$ cat config.mk
export PLATFORM = sky130hd
export DESIGN_NAME = led_seq_ctrl_flat
export DESIGN_NICKNAME = d
export VERILOG_FILES = /design/src/rtl/led_seq_ctrl_if.sv /design/src/rtl/led_seq_ctrl.sv /design/src/flat_wrapper.sv
export SDC_FILE = /design/constraint.sdc
export NUM_CORES = 1
export LEC_CHECK = 0
export ABC_CLOCK_PERIOD_IN_PS = 3300
export CAP_MARGIN = 40
export CORE_MARGIN = 4
export CORE_UTILIZATION = 45
export CTS_BUF_LIST = sky130_fd_sc_hd__clkbuf_4
export DETAILED_ROUTE_END_ITERATION = 7
export REMOVE_ABC_BUFFERS = 1
export SLEW_MARGIN = 10
export SYNTH_ARGS = -nofsm -noshare
export SYNTH_HDL_FRONTEND = slang
export SYNTH_SLANG_ARGS = --single-unit
$ cat constraint.sdc
create_clock -name clk -period 3.3 [get_ports clk]
set_input_delay 0.33 -clock clk [delete_from_list [all_inputs] [get_ports clk]]
set_output_delay 0.33 -clock clk [all_outputs]
set_load 0.005 [all_outputs]
$ cat src/rtl/led_seq_ctrl_if.sv
// Command channel for led_seq_ctrl: requester presents mode/len with valid,
// the block answers with ready.
interface led_seq_ctrl_if;
  logic       cmd_valid;
  logic       cmd_ready;
  logic [1:0] cmd_mode;
  logic [7:0] cmd_len;

  modport master (output cmd_valid, output cmd_mode, output cmd_len, input cmd_ready);
  modport slave  (input cmd_valid, input cmd_mode, input cmd_len, output cmd_ready);
endinterface

$ cat src/rtl/led_seq_ctrl.sv
// LED bank sequencer: accepts a mode/length command, steps a 4-bit pattern
// once every TICK_DIV clocks, and freezes the last pattern when the run ends.
// Every output is a flop; the comb block computes next values for all of them.
module led_seq_ctrl #(
  parameter int TICK_DIV = 100000
) (
  input  logic          clk,
  input  logic          reset,
  led_seq_ctrl_if.slave cmd,
  input  logic          stop,
  output logic          busy,
  output logic          done,
  output logic [3:0]    led
);

  localparam int PW = (TICK_DIV > 1) ? $clog2(TICK_DIV) : 1;
  localparam logic [PW-1:0] TICK_LAST = PW'(TICK_DIV - 1);

  typedef enum logic [1:0] {S_IDLE, S_RUN, S_HOLD} state_t;

  localparam logic [1:0] M_DARK   = 2'd0;
  localparam logic [1:0] M_COUNT  = 2'd1;
  localparam logic [1:0] M_BOUNCE = 2'd2;
  localparam logic [1:0] M_BLINK  = 2'd3;

  state_t          state_q, state_d;
  logic [PW-1:0]   presc_q, presc_d;
  logic [7:0]      step_q,  step_d;
  logic            dir_q,   dir_d;    // 0 = shifting left, 1 = shifting right
  logic [1:0]      mode_q,  mode_d;
  logic [7:0]      len_q,   len_d;
  logic [3:0]      led_q,   led_d;
  logic            busy_q,  busy_d;
  logic            done_q,  done_d;
  logic            ready_q, ready_d;

  logic tick;
  logic accept;

  assign tick   = (state_q == S_RUN) && (presc_q == TICK_LAST);
  assign accept = cmd.cmd_valid && ready_q;

  assign cmd.cmd_ready = ready_q;
  assign busy          = busy_q;
  assign done          = done_q;
  assign led           = led_q;

  function automatic logic [3:0] init_pat(input logic [1:0] m);
    case (m)
      M_BOUNCE: init_pat = 4'b0001;
      M_BLINK:  init_pat = 4'b1111;
      default:  init_pat = 4'b0000;
    endcase
  endfunction

  // State and datapath registers; reset drops everything to the idle picture.
  always_ff @(posedge clk or posedge reset) begin
    if (reset) begin
      state_q <= S_IDLE;
      presc_q <= '0;
      step_q  <= '0;
      dir_q   <= 1'b0;
      mode_q  <= '0;
      len_q   <= '0;
      led_q   <= '0;
      busy_q  <= 1'b0;
      done_q  <= 1'b0;
      ready_q <= 1'b1;
    end else begin
      state_q <= state_d;
      presc_q <= presc_d;
      step_q  <= step_d;
      dir_q   <= dir_d;
      mode_q  <= mode_d;
      len_q   <= len_d;
      led_q   <= led_d;
      busy_q  <= busy_d;
      done_q  <= done_d;
      ready_q <= ready_d;
    end
  end

  // Next-state and next-output logic; stop outranks accept and stepping.
  always_comb begin
    state_d = state_q;
    presc_d = presc_q;
    step_d  = step_q;
    dir_d   = dir_q;
    mode_d  = mode_q;
    len_d   = len_q;
    led_d   = led_q;
    done_d  = 1'b0;

    case (state_q)
      S_RUN: begin
        if (stop) begin
          state_d = S_IDLE;
          led_d   = 4'b0000;
        end else begin
          presc_d = tick ? '0 : presc_q + PW'(1);
          if (tick) begin
            // Counter saturates so an endless run never wraps into a false match.
            step_d = (step_q == 8'hFF) ? step_q : step_q + 8'd1;
            case (mode_q)
              M_DARK:  led_d = 4'b0000;
              M_COUNT: led_d = led_q + 4'd1;
              M_BOUNCE: begin
                if (!dir_q) begin
                  led_d = {led_q[2:0], 1'b0};
                  if (led_q == 4'b0100) dir_d = 1'b1;
                end else begin
                  led_d = {1'b0, led_q[3:1]};
                  if (led_q == 4'b0010) dir_d = 1'b0;
                end
              end
              M_BLINK: led_d = ~led_q;
              default: led_d = led_q;
            endcase
            // This tick is step number step_q+1; finish when it equals len.
            if ((len_q != 8'd0) && (step_q == len_q - 8'd1)) begin
              state_d = S_HOLD;
              done_d  = 1'b1;
            end
          end
        end
      end
      default: begin
        if ((state_q == S_HOLD) && stop) begin
          state_d = S_IDLE;
          led_d   = 4'b0000;
        end else if (accept) begin
          state_d = S_RUN;
          mode_d  = cmd.cmd_mode;
          len_d   = cmd.cmd_len;
          presc_d = '0;
          step_d  = '0;
          dir_d   = 1'b0;
          led_d   = init_pat(cmd.cmd_mode);
        end
      end
    endcase

    busy_d  = (state_d == S_RUN);
    ready_d = (state_d != S_RUN);
  end

endmodule

$ cat src/flat_wrapper.sv
// flat-port wrapper written by rule: the top's interface ports become plain ports
module led_seq_ctrl_flat 
#(
  parameter int TICK_DIV = 100000
)
  (clk, reset, stop, busy, done, led, cmd_cmd_valid, cmd_cmd_mode, cmd_cmd_len, cmd_cmd_ready);
  led_seq_ctrl_if cmd_i ();
  input  logic clk;
  input  logic reset;
  input  logic stop;
  output logic busy;
  output logic done;
  output logic [3:0] led;
  input wire logic [$bits(cmd_i.cmd_valid)-1:0] cmd_cmd_valid;
  input wire logic [$bits(cmd_i.cmd_mode)-1:0] cmd_cmd_mode;
  input wire logic [$bits(cmd_i.cmd_len)-1:0] cmd_cmd_len;
  output wire logic [$bits(cmd_i.cmd_ready)-1:0] cmd_cmd_ready;
  assign cmd_i.cmd_valid = cmd_cmd_valid;
  assign cmd_i.cmd_mode = cmd_cmd_mode;
  assign cmd_i.cmd_len = cmd_cmd_len;
  assign cmd_cmd_ready = cmd_i.cmd_ready;
  led_seq_ctrl #(.TICK_DIV(TICK_DIV)) u_core (.clk(clk), .reset(reset), .cmd(cmd_i), .stop(stop), .busy(busy), .done(done), .led(led));
endmodule
; ---- Word level (Yosys, flattened, before mapping)
; Index checks and enable logic that the tools add are counted.
[word_totals]
wordCells = 88
input_bits = 14
out_inout_bits = 7
reg_bits = 45
[op_classes]
mux = 38
reduce_logical = 13
eq_ne = 20
bitwise_logic = 3
n_addsub = 4
[op_table]
columns = operator, count
row1 = two-way mux 17 bit, 5
row2 = two-way mux 8 bit, 6
row3 = two-way mux 4 bit, 6
row4 = "adder 17 x 1 -> 17 bit, second input constant", 1
row5 = "equality test 17 bit, second input constant", 1
row6 = case mux 4 bit (4 select lines), 1
row7 = two-way mux 1 bit, 13
row8 = two-way mux 2 bit, 6
row9 = "equality test 2 bit, second input constant", 5
row10 = AND reduction 5 bit, 2
row11 = "adder 8 x 1 -> 8 bit, second input constant", 1
row12 = equality test 8 bit, 1
row13 = "equality test 8 bit, second input constant", 1
row14 = case mux 4 bit (2 select lines), 1
row15 = nonzero test 8 bit, 1
row16 = "subtractor 8 x 1 -> 8 bit, second input constant", 1
row17 = "equality test 2 x 1 -> 1 bit, second input constant", 3
row18 = "!= test 2 x 1 -> 1 bit, second input constant", 3
row19 = "!= test 2 bit, second input constant", 3
row20 = AND reduction 3 bit, 2
row21 = "adder 4 x 1 -> 4 bit, second input constant", 1
row22 = "equality test 4 x 2 -> 1 bit, second input constant", 1
row23 = "equality test 4 x 3 -> 1 bit, second input constant", 1
row24 = logical AND 1 bit, 4
row25 = other kinds (7), 8

; ---- Depth between registers and ports, before layout
; Gate-level depths: netlist of the first run.
[logic_depth]
word_depth = 8
mapped_depth = 7

; ---- Worst setup path before layout of the first run
; OpenSTA, ideal clock, no wires.
[synth_timing]
path_type = register -> register
startpoint = register u_core.len_q[0]
endpoint = register u_core.ready_q (netlist: u_core.cmd.cmd_ready)
period_less_slack_ns = 1.904
t_arrival_ns = 1.827
stages_incl_launch_ff = 8
n_path_buf = 0
required_time_ns = 3.223
setup_ns = 0.077
path_slack_ns = 1.396
path_cell_list = dfrtp_1 > inv_1 > ha_1 > nor3b_2 > mux2_1 > a22o_1 > o2111a_1 > a21o_1
[synth_via]
elab_chain_len = 8
elab_cells_between_ends = 9
classes_between = 1 x add/sub / 2 x eq/ne / 4 x mux / 2 x reduce/logical
[synth_lines]
columns = item, line
row1 = "start, declared", led_seq_ctrl.sv:31  ; logic [7:0] len_q, len_d;
row2 = "start signal, assigned", led_seq_ctrl.sv:75  ; len_q <= len_d;
row3 = subtractor 8 x 1 -> 8 bit, led_seq_ctrl.sv:120  ; if ((len_q != 8'd0) && (step_q == len_q - 8'd1)) begin
row4 = equality test 8 bit, led_seq_ctrl.sv:120
row5 = logical AND 1 bit (*), led_seq_ctrl.sv:120
row6 = two-way mux 2 bit (*), led_seq_ctrl.sv:120
row7 = two-way mux 2 bit (*), led_seq_ctrl.sv:101  ; if (tick) begin
row8 = two-way mux 2 bit (*), led_seq_ctrl.sv:96  ; if (stop) begin
row9 = two-way mux 2 bit (*), led_seq_ctrl.sv:94  ; case (state_q)
row10 = != test 2 x 1 -> 1 bit (*), led_seq_ctrl.sv:144  ; ready_d = (state_d != S_RUN);
row11 = via u_core.ready_d, led_seq_ctrl.sv:35  ; logic ready_q, ready_d;
row12 = "end signal, assigned", led_seq_ctrl.sv:79  ; ready_q <= ready_d;
row13 = "end, declared", led_seq_ctrl.sv:35
; The timed path passes the listed nets; every way through them passes the cells marked *.
; A chain may end at the register's enable or synchronous reset.

; ---- Final worst setup path of the first run
[layout_timing]
startpoint = register u_core.step_q[0]
endpoint = register u_core.step_q[3]
[layout_via]
elab_chain_len = 5
elab_cells_between_ends = 8
classes_between = 1 x add/sub / 2 x eq/ne / 4 x mux / 1 x reduce/logical
[layout_lines]
columns = item, line
row1 = "start, declared", led_seq_ctrl.sv:28  ; logic [7:0] step_q, step_d;
row2 = "start signal, assigned", led_seq_ctrl.sv:72  ; step_q <= step_d;
row3 = adder 8 x 1 -> 8 bit, led_seq_ctrl.sv:103  ; step_d = (step_q == 8'hFF) ? step_q : step_q + 8'd1;
row4 = two-way mux 8 bit, led_seq_ctrl.sv:103
row5 = two-way mux 8 bit, led_seq_ctrl.sv:101
row6 = two-way mux 8 bit, led_seq_ctrl.sv:96
row7 = two-way mux 8 bit, led_seq_ctrl.sv:94
; Several ways; a longest one is shown, not always the timed one. The select of a mux whose other input is x is not followed.

==> metrics.txt, run 1 <==
layout cell share with drive strength beyond 1 0.07418; maximum number of pins on one net before global-route repair 29; clock tree from TritonCTS done; CP required approximately 3.6 ns; number of remaining DRC errors 0; outcome finished clean; number of synthesis warnings 0; sum of negative setup slack 0 ns; wire length per cell after detailed routing 15.07 microns; Rows 28; clock-pin slew on the worst setup and hold paths around 0.15 ns; final global-route overflow total 0; arrival time at the worst endpoint 2.50 ns; HPWL after DPL between 4000 and 5000 microns; RSZ-0062 raised after global routing false; number of enable flip-flop cells after synthesis 0; overall via count from detail_route about 2400; path type of the worst min-delay path in -> async; Yosys reg bits 45; combined area of all synthesized cells between 2000 and 3000 sq um; number of distinct library cells after synthesis between 50 and 60; number of buffers on the longest clock path 2; global router's overall resource usage 0.1774; number of antenna violations at the first check in global routing 0; number of hold violations in the final report 0; cell at the root of the clock tree sky130_fd_sc_hd__clkbuf_4; Initial Utilization 0.4687; proportion of synthesized chip area in sequential cells 0.4039; area share of the largest cell type after synthesis 0.3944; Die W about 87 microns; I/O pin total 21; clock latency on the worst-skew pair 0.37 ns; minimum hold slack roughly 0.25 ns; area growth from synthesis to layout 13.27%; most instantiated library cell after synthesis sky130_fd_sc_hd__nand2_1; leakage around 1.3 nW; maximum ir drop on the vdd rail 0.4073 mV; Max Clock Skew roughly 0.015 ns; max_slew headroom 0.6768; total of buffers placed on input and output ports 20; ANT nets after route 0; post-placement setup slack ~0.72 ns; endpoints failing setup 0; post-synth top area cell sky130_fd_sc_hd__dfrtp_1; leading post-synthesis cells by instance count 50 x sky130_fd_sc_hd__nand2_1, 44 x sky130_fd_sc_hd__dfrtp_1, 23 x sky130_fd_sc_hd__a21oi_1, 17 x sky130_fd_sc_hd__nor2_1, 15 x sky130_fd_sc_hd__inv_1; first-pass detailed-route iteration total 4; class of the most critical setup path reg -> reg; post-route minimum period 2.199 ns; Die Y roughly 87 microns; # clock sinks 45; achievable clock frequency roughly 450 MHz; period utilisation layout 0.6665; average footprint of a synthesized cell roughly 8.8 sq um; number of pins with negative max-slew slack in the final report 0; crit-path max FO 11; series of cell instances along the critical path ha_1, nand3_1, or3_1, nand4_1, or4_1, a21oi_1; commonest register cell after synthesis sky130_fd_sc_hd__dfrtp_1; fraction of registers with async set or reset after synthesis 1.000; critical path's slowest cell sky130_fd_sc_hd__or4_1; clock buffer count from CTS 5; Hold Buf Count CTS 0; number of H-tree branching levels 2; net total in the final layout between 300 and 400; Post-CTS Setup Repair Bufs 0; synthesized instance count approximately 320; delay of the slowest critical-path stage ~0.6 ns; synth top area cells sky130_fd_sc_hd__dfrtp_1 39%, sky130_fd_sc_hd__nand2_1 6.7%, sky130_fd_sc_hd__a21oi_1 4.1%, sky130_fd_sc_hd__mux2i_1 3.2%, sky130_fd_sc_hd__ha_1 2.7%; worst slew pin tran 0.4826 ns; Avg Vias per Cell about 5.8; final RePlAce weighted congestion around 0.8; category of the worst setup path launch point register; Total Wirelength roughly 6200 microns; post-layout worst setup margin 1.101 ns; placeable core region just under 6000 sq um; antenna fix cells 0; CP Capture Type register; areal power density over the cells approximately 720 nW/um^2; PostCTS Resize Cnt 0; max cap viols 0; wire length of the first global-routing pass 10710 microns; number of global-route vias before repair roughly 2200; violation count after the first detailed-route iteration 101; area enclosed by the die boundary roughly 7500 sq um
stage by stage:
step	total power [W]	std cells	cell area [sq um]	util
finish	0.002273	412	3162	0.5309
global route	0.002466	412	3162	0.5309
CTS	0.002294	412	3162	0.5309
detailed placement	0.001865	404	3059	0.5137
global placement	0.001834	403	3039	0.5103
floorplan	0.001534	305	2723	-
layout by cell type (no fill, tap or decap), drive strengths merged, types with 4 or more instances in the layout:
| cell | instances |
|---|---|
| o31ai | 10 |
| nand2 | 51 |
| inv | 15 |
| nor2 | 17 |
| clkdlybuf4s50 | 20 |
| xor2 | 4 |
| mux2i | 9 |
| buf | 4 |
| or4 | 10 |
| nand4 | 10 |
| or3 | 9 |
| mux2 | 4 |
| or2 | 5 |
| a21oi | 23 |
| nand3 | 13 |
| nand2b | 5 |
| nor3b | 4 |
| o21ai | 21 |
| dfrtp | 44 |
| xnor2 | 6 |
| clkbuf | 5 |
| ha | 6 |
area by class of cell:
type | instances | area [sq um]
fill | 586 | 2794
multi-input combinational | 245 | 1539
sequential | 45 | 1127
timing repair buffer | 24 | 242.7
tap | 75 | 93.84
clock inverter | 3 | 65.06
inverter | 15 | 56.30
clock buffer | 5 | 37.54
where the power goes:
part | leakage [nW] | switching, W | internal [W]
logic | 0.654 | 0.000519 | 0.000427
registers | 0.596 | 0.000213 | 0.000687
clock network | 0.0552 | 0.000192 | 0.000235
sequential cells by signal, indices dropped and copies added (netlist names):
name	cells
u_core.presc_q	17
u_core.done	1
u_core.len_q	8
u_core.mode_q	2
u_core.cmd.cmd_ready	1
u_core.led	4
u_core.step_q	8
u_core.dir_q	1
u_core.state_q	2
u_core.busy	1
worst paths after layout:
path                            slack, ns                  to              start  cells after the start
worst max-delay path                 1.10    u_core.step_q[3]   u_core.step_q[0]                      6
worst min-delay path                 0.25  u_core.presc_q[14]              reset                      2
worst max register to register       1.10    u_core.step_q[3]   u_core.step_q[0]                      6
max in group asynchronous            2.55     u_core.len_q[5]              reset                      3
min in group clk                     0.48     u_core.len_q[3]     cmd_cmd_len[3]                      3
worst min register to register       0.52   u_core.presc_q[0]  u_core.presc_q[0]                      1
worst max-delay path: cells and delay by family (launching register included):
kind                     cells  cell delay (ns)
adder cells (fa/ha/maj)      1             0.29
flip-flops                   1             0.47
AO/OA/AOI/OAI                1             0.15
AND/OR/NAND/NOR              4             1.22
per-layer routing:
| metal | GRT usage | wire length, microns |
|---|---|---|
| met1 | 0.2645 | 3101 |
| met2 | 0.2656 | 2844 |
| met3 | 0.03327 | 210 |
| met4 | 0.04249 | 52 |
| met5 | 0 | 0 |
logic make-up (layout without fill, tap and decap cells):
logic type	count (synthesis)	after routing	share of synthesized area
compound gates	74	74	0.1690
xor+xnor	10	10	0.03137
fa+ha+maj	6	6	0.02689
buf+inv	28	47	0.04482
flops	45	45	0.4039
mux	13	13	0.04841
simple gates	142	142	0.2757
Note: power is estimated with default switching activity, not from simulation.
==> inputs of run 2 (changes only) <==
- ABC_CLOCK_PERIOD_IN_PS: 3300 -> 2140
- clock period: 3.3 -> 2.14 ns (I/O delays scaled with it)
==> run 2 against run 1 <==
  * Register-to-register slack got worse by 0.99 ns
  * Non-clock buffer count grew 21
  * Worst setup slack got worse by 0.99 ns
  * Fmax grew 8.2%
  * Clock skew decreased by 0.0046 ns
  * Flip-flop and latch count unchanged
  * Power rose by 51%
  * Sequential power increased by 52%
  * Highest routed layer unchanged
  * Clock-buffer cell count unchanged
  * Die area did not move
  * Cell area up 3.8%
==> metrics.txt, run 2 (same netlist as run 1, synthesis figures left out) <==
post-route non-filler standard cell count 433 (+5.1%); wire length of the first global-routing pass 11120 microns (+3.9%); minimum hold slack 0.2403 ns (-0.007360 ns); number of antenna violations at the first check in global routing 0 (unchanged); register name with the most flops u_core.presc_q; delay of the slowest critical-path stage 0.43 ns (-0.17 ns); outcome finished clean; critical path's slowest cell sky130_fd_sc_hd__dfrtp_1; final RePlAce weighted congestion 0.8161 (+3.7%); overall via count from detail_route 2474 (+3.8%); final design instance area without fill 3281 sq um (+3.8%); wire length per cell after detailed routing 14.92 microns (-0.99%); HPWL after DPL 4777 microns (+5.0%); post-placement setup slack 0.02154 ns (-0.6982 ns); antenna fix cells 0 (unchanged); leakage 1.379 nW (+5.7%); placeable core region 5956 sq um (unchanged); Hold Buf Count CTS 0 (unchanged); endpoints failing setup 0 (unchanged); series of cell instances along the critical path inv_1, ha_2, nor3b_4, mux2_1, a22o_1, o2111a_1, a21o_1; violation count after the first detailed-route iteration 51 (-50%); net total in the final layout 377 (+5.9%); CP Capture Type register; Post-Place Cell Area 3197 sq um (+4.5%); Rows 28 (unchanged); clock buffer count from CTS 5 (unchanged); Total Wirelength 6460 microns (+4.1%); category of the worst setup path launch point register; total of buffers placed on input and output ports 20 (unchanged); # clock sinks 45 (unchanged); Die W 86.76 microns (unchanged); number of buffers on the longest clock path 2 (unchanged); power after layout 0.003429 W (+51%); commonest non-fill, non-tap cell in the layout sky130_fd_sc_hd__nand2_1; switching power 0.001447 W (+57%); max_slew headroom 0.5833 (-0.09352); crit-path max FO 3 (-8); area growth from synthesis to layout 17.53%; worst r2r dst u_core.cmd.cmd_ready; clock-pin slew on the worst setup and hold paths 0.14 ns (about the same); clock latency on the worst-skew pair 0.35 ns (-0.02 ns); number of global-route vias before repair 2291 (+4.4%); number of cells on the worst reg-to-reg path 7 (+1); number of remaining DRC errors 0 (unchanged); layout cell share with drive strength beyond 1 0.1313 (+0.05710); worst-case register-to-register setup slack 0.11 ns (-0.99 ns); areal power density over the cells 1045 nW/um^2 (+45%); number of H-tree branching levels 2 (unchanged); number of inserted filler cells in the final layout 566 (-3.4%); area enclosed by the die boundary 7527 sq um (unchanged); Initial Utilization 0.4687 (unchanged); Avg Vias per Cell 5.714 (-1.3%); achievable clock frequency 491.9 MHz (+8.2%); switching fraction of total power 0.4219 (+0.01542); Cell Int Power 0.001982 W (+47%); Die Y 86.76 microns (unchanged); instance count after placement with tap cells included 424 (+5.0%); combinational group share of total power 0.483 (+0.067); final global-route overflow total 0 (unchanged); RSZ-0062 raised after global routing false; proportion of power drawn by flip-flops and latches 0.401 (+0.005); class of the most critical setup path reg -> reg; maximum number of pins on one net before global-route repair 30 (+3.4%); Max Clock Skew 0.01061 ns (-0.004643 ns); largest registers ranked by flip-flop count u_core.presc_q (17), u_core.len_q (8), u_core.step_q (8); number of buffer and inverter instances along the worst setup path 1 (+1); max cap viols 0 (unchanged); number of pins with negative max-slew slack in the final report 0 (unchanged); ANT nets after route 0 (unchanged); post-layout worst setup margin 0.1071 ns (-0.9935 ns); maximum ir drop on the vdd rail 0.5048 mV (+24%); commonest cells after routing, fill and taps aside 50 x sky130_fd_sc_hd__nand2_1, 44 x sky130_fd_sc_hd__dfrtp_1, 25 x sky130_fd_sc_hd__buf_4; CP top delay family compound AO/OA/AOI/OAI gates; first-pass detailed-route iteration total 4 (unchanged); period utilisation layout 0.9500 (+0.2835); path type of the worst min-delay path in -> async; global router's overall resource usage 0.1849 (+0.007422); flip-flop count of the largest register, all copies and words added 17 (unchanged); post-route minimum period 2.033 ns (-0.1665 ns); CP required 2.43 ns (-1.17 ns); relative contribution of the clock network to total power 0.116 (-0.071); clock tree from TritonCTS done; I/O pin total 21 (unchanged); worst slew pin tran 0.6241 ns (+0.1415 ns); arrival time at the worst endpoint 2.33 ns (-0.17 ns); number of hold violations in the final report 0 (unchanged); cell at the root of the clock tree sky130_fd_sc_hd__clkbuf_4; FF-to-FF Start u_core.len_q[0]
==> run 2: power groups by stage <==
stage / sequential, W / clock (W) / combinational, W
detailed placement: 0.00138 / 0 / 0.00163
floorplan: 0.00132 / 0 / 0.00104
global route: 0.00142 / 0.000454 / 0.00186
global placement: 0.00138 / 0 / 0.00160
finish: 0.00137 / 0.000399 / 0.00166
CTS: 0.00137 / 0.000417 / 0.00164
==> run 2: area by class of cell <==
type                            instances  area, sq um  area share
Timing Repair Buffer                   45        387.9      0.1182
Clock inverter                          3        12.51    0.003814
Multi-Input combinational cell        245         1565      0.4771
Inverter                               15        56.30     0.01716
Tap cell                               75        93.84     0.02860
Clock buffer                            5        37.54     0.01144
Sequential cell                        45         1127      0.3436
==> run 2: layer usage <==
layer,global-route usage,wire (microns),up-vias
met5,0,0,-
met4,0.04108,53,0
met3,0.03517,196,6
met2,0.2997,3039,26
met1,0.2569,3171,1196
li1,-,-,1246
==> run 2: through the flow <==
stage / utilization / TNS, ns
2_1_floorplan: - / -0.07059
3_3_place_gp: 0.5368 / 0
3_5_place_dp: 0.5368 / 0
4_1_cts: 0.5452 / 0
5_1_grt: 0.5508 / 0
6_report: 0.5508 / 0
==> run 2: what timing repair did <==
item | in CTS | in global routing
setup endpoints to repair | 0 | 23
gates resized for setup | 0 | 5
buffers inserted | 0 | 1
==> run 2: worst max-delay path by stage <==
stage	start	to	slack, ns	cells past startpoint
final	u_core.len_q[0]	u_core.cmd.cmd_ready	0.11	7
after global routing	u_core.presc_q[1]	u_core.step_q[3]	0.002	7
after CTS	u_core.presc_q[8]	u_core.step_q[3]	0.004	6
after detailed placement	u_core.presc_q[8]	u_core.step_q[3]	0.02	6
after global placement	u_core.presc_q[8]	u_core.step_q[3]	0.02	6
after floorplan	u_core.presc_q[0]	u_core.step_q[2]	-0.07	6
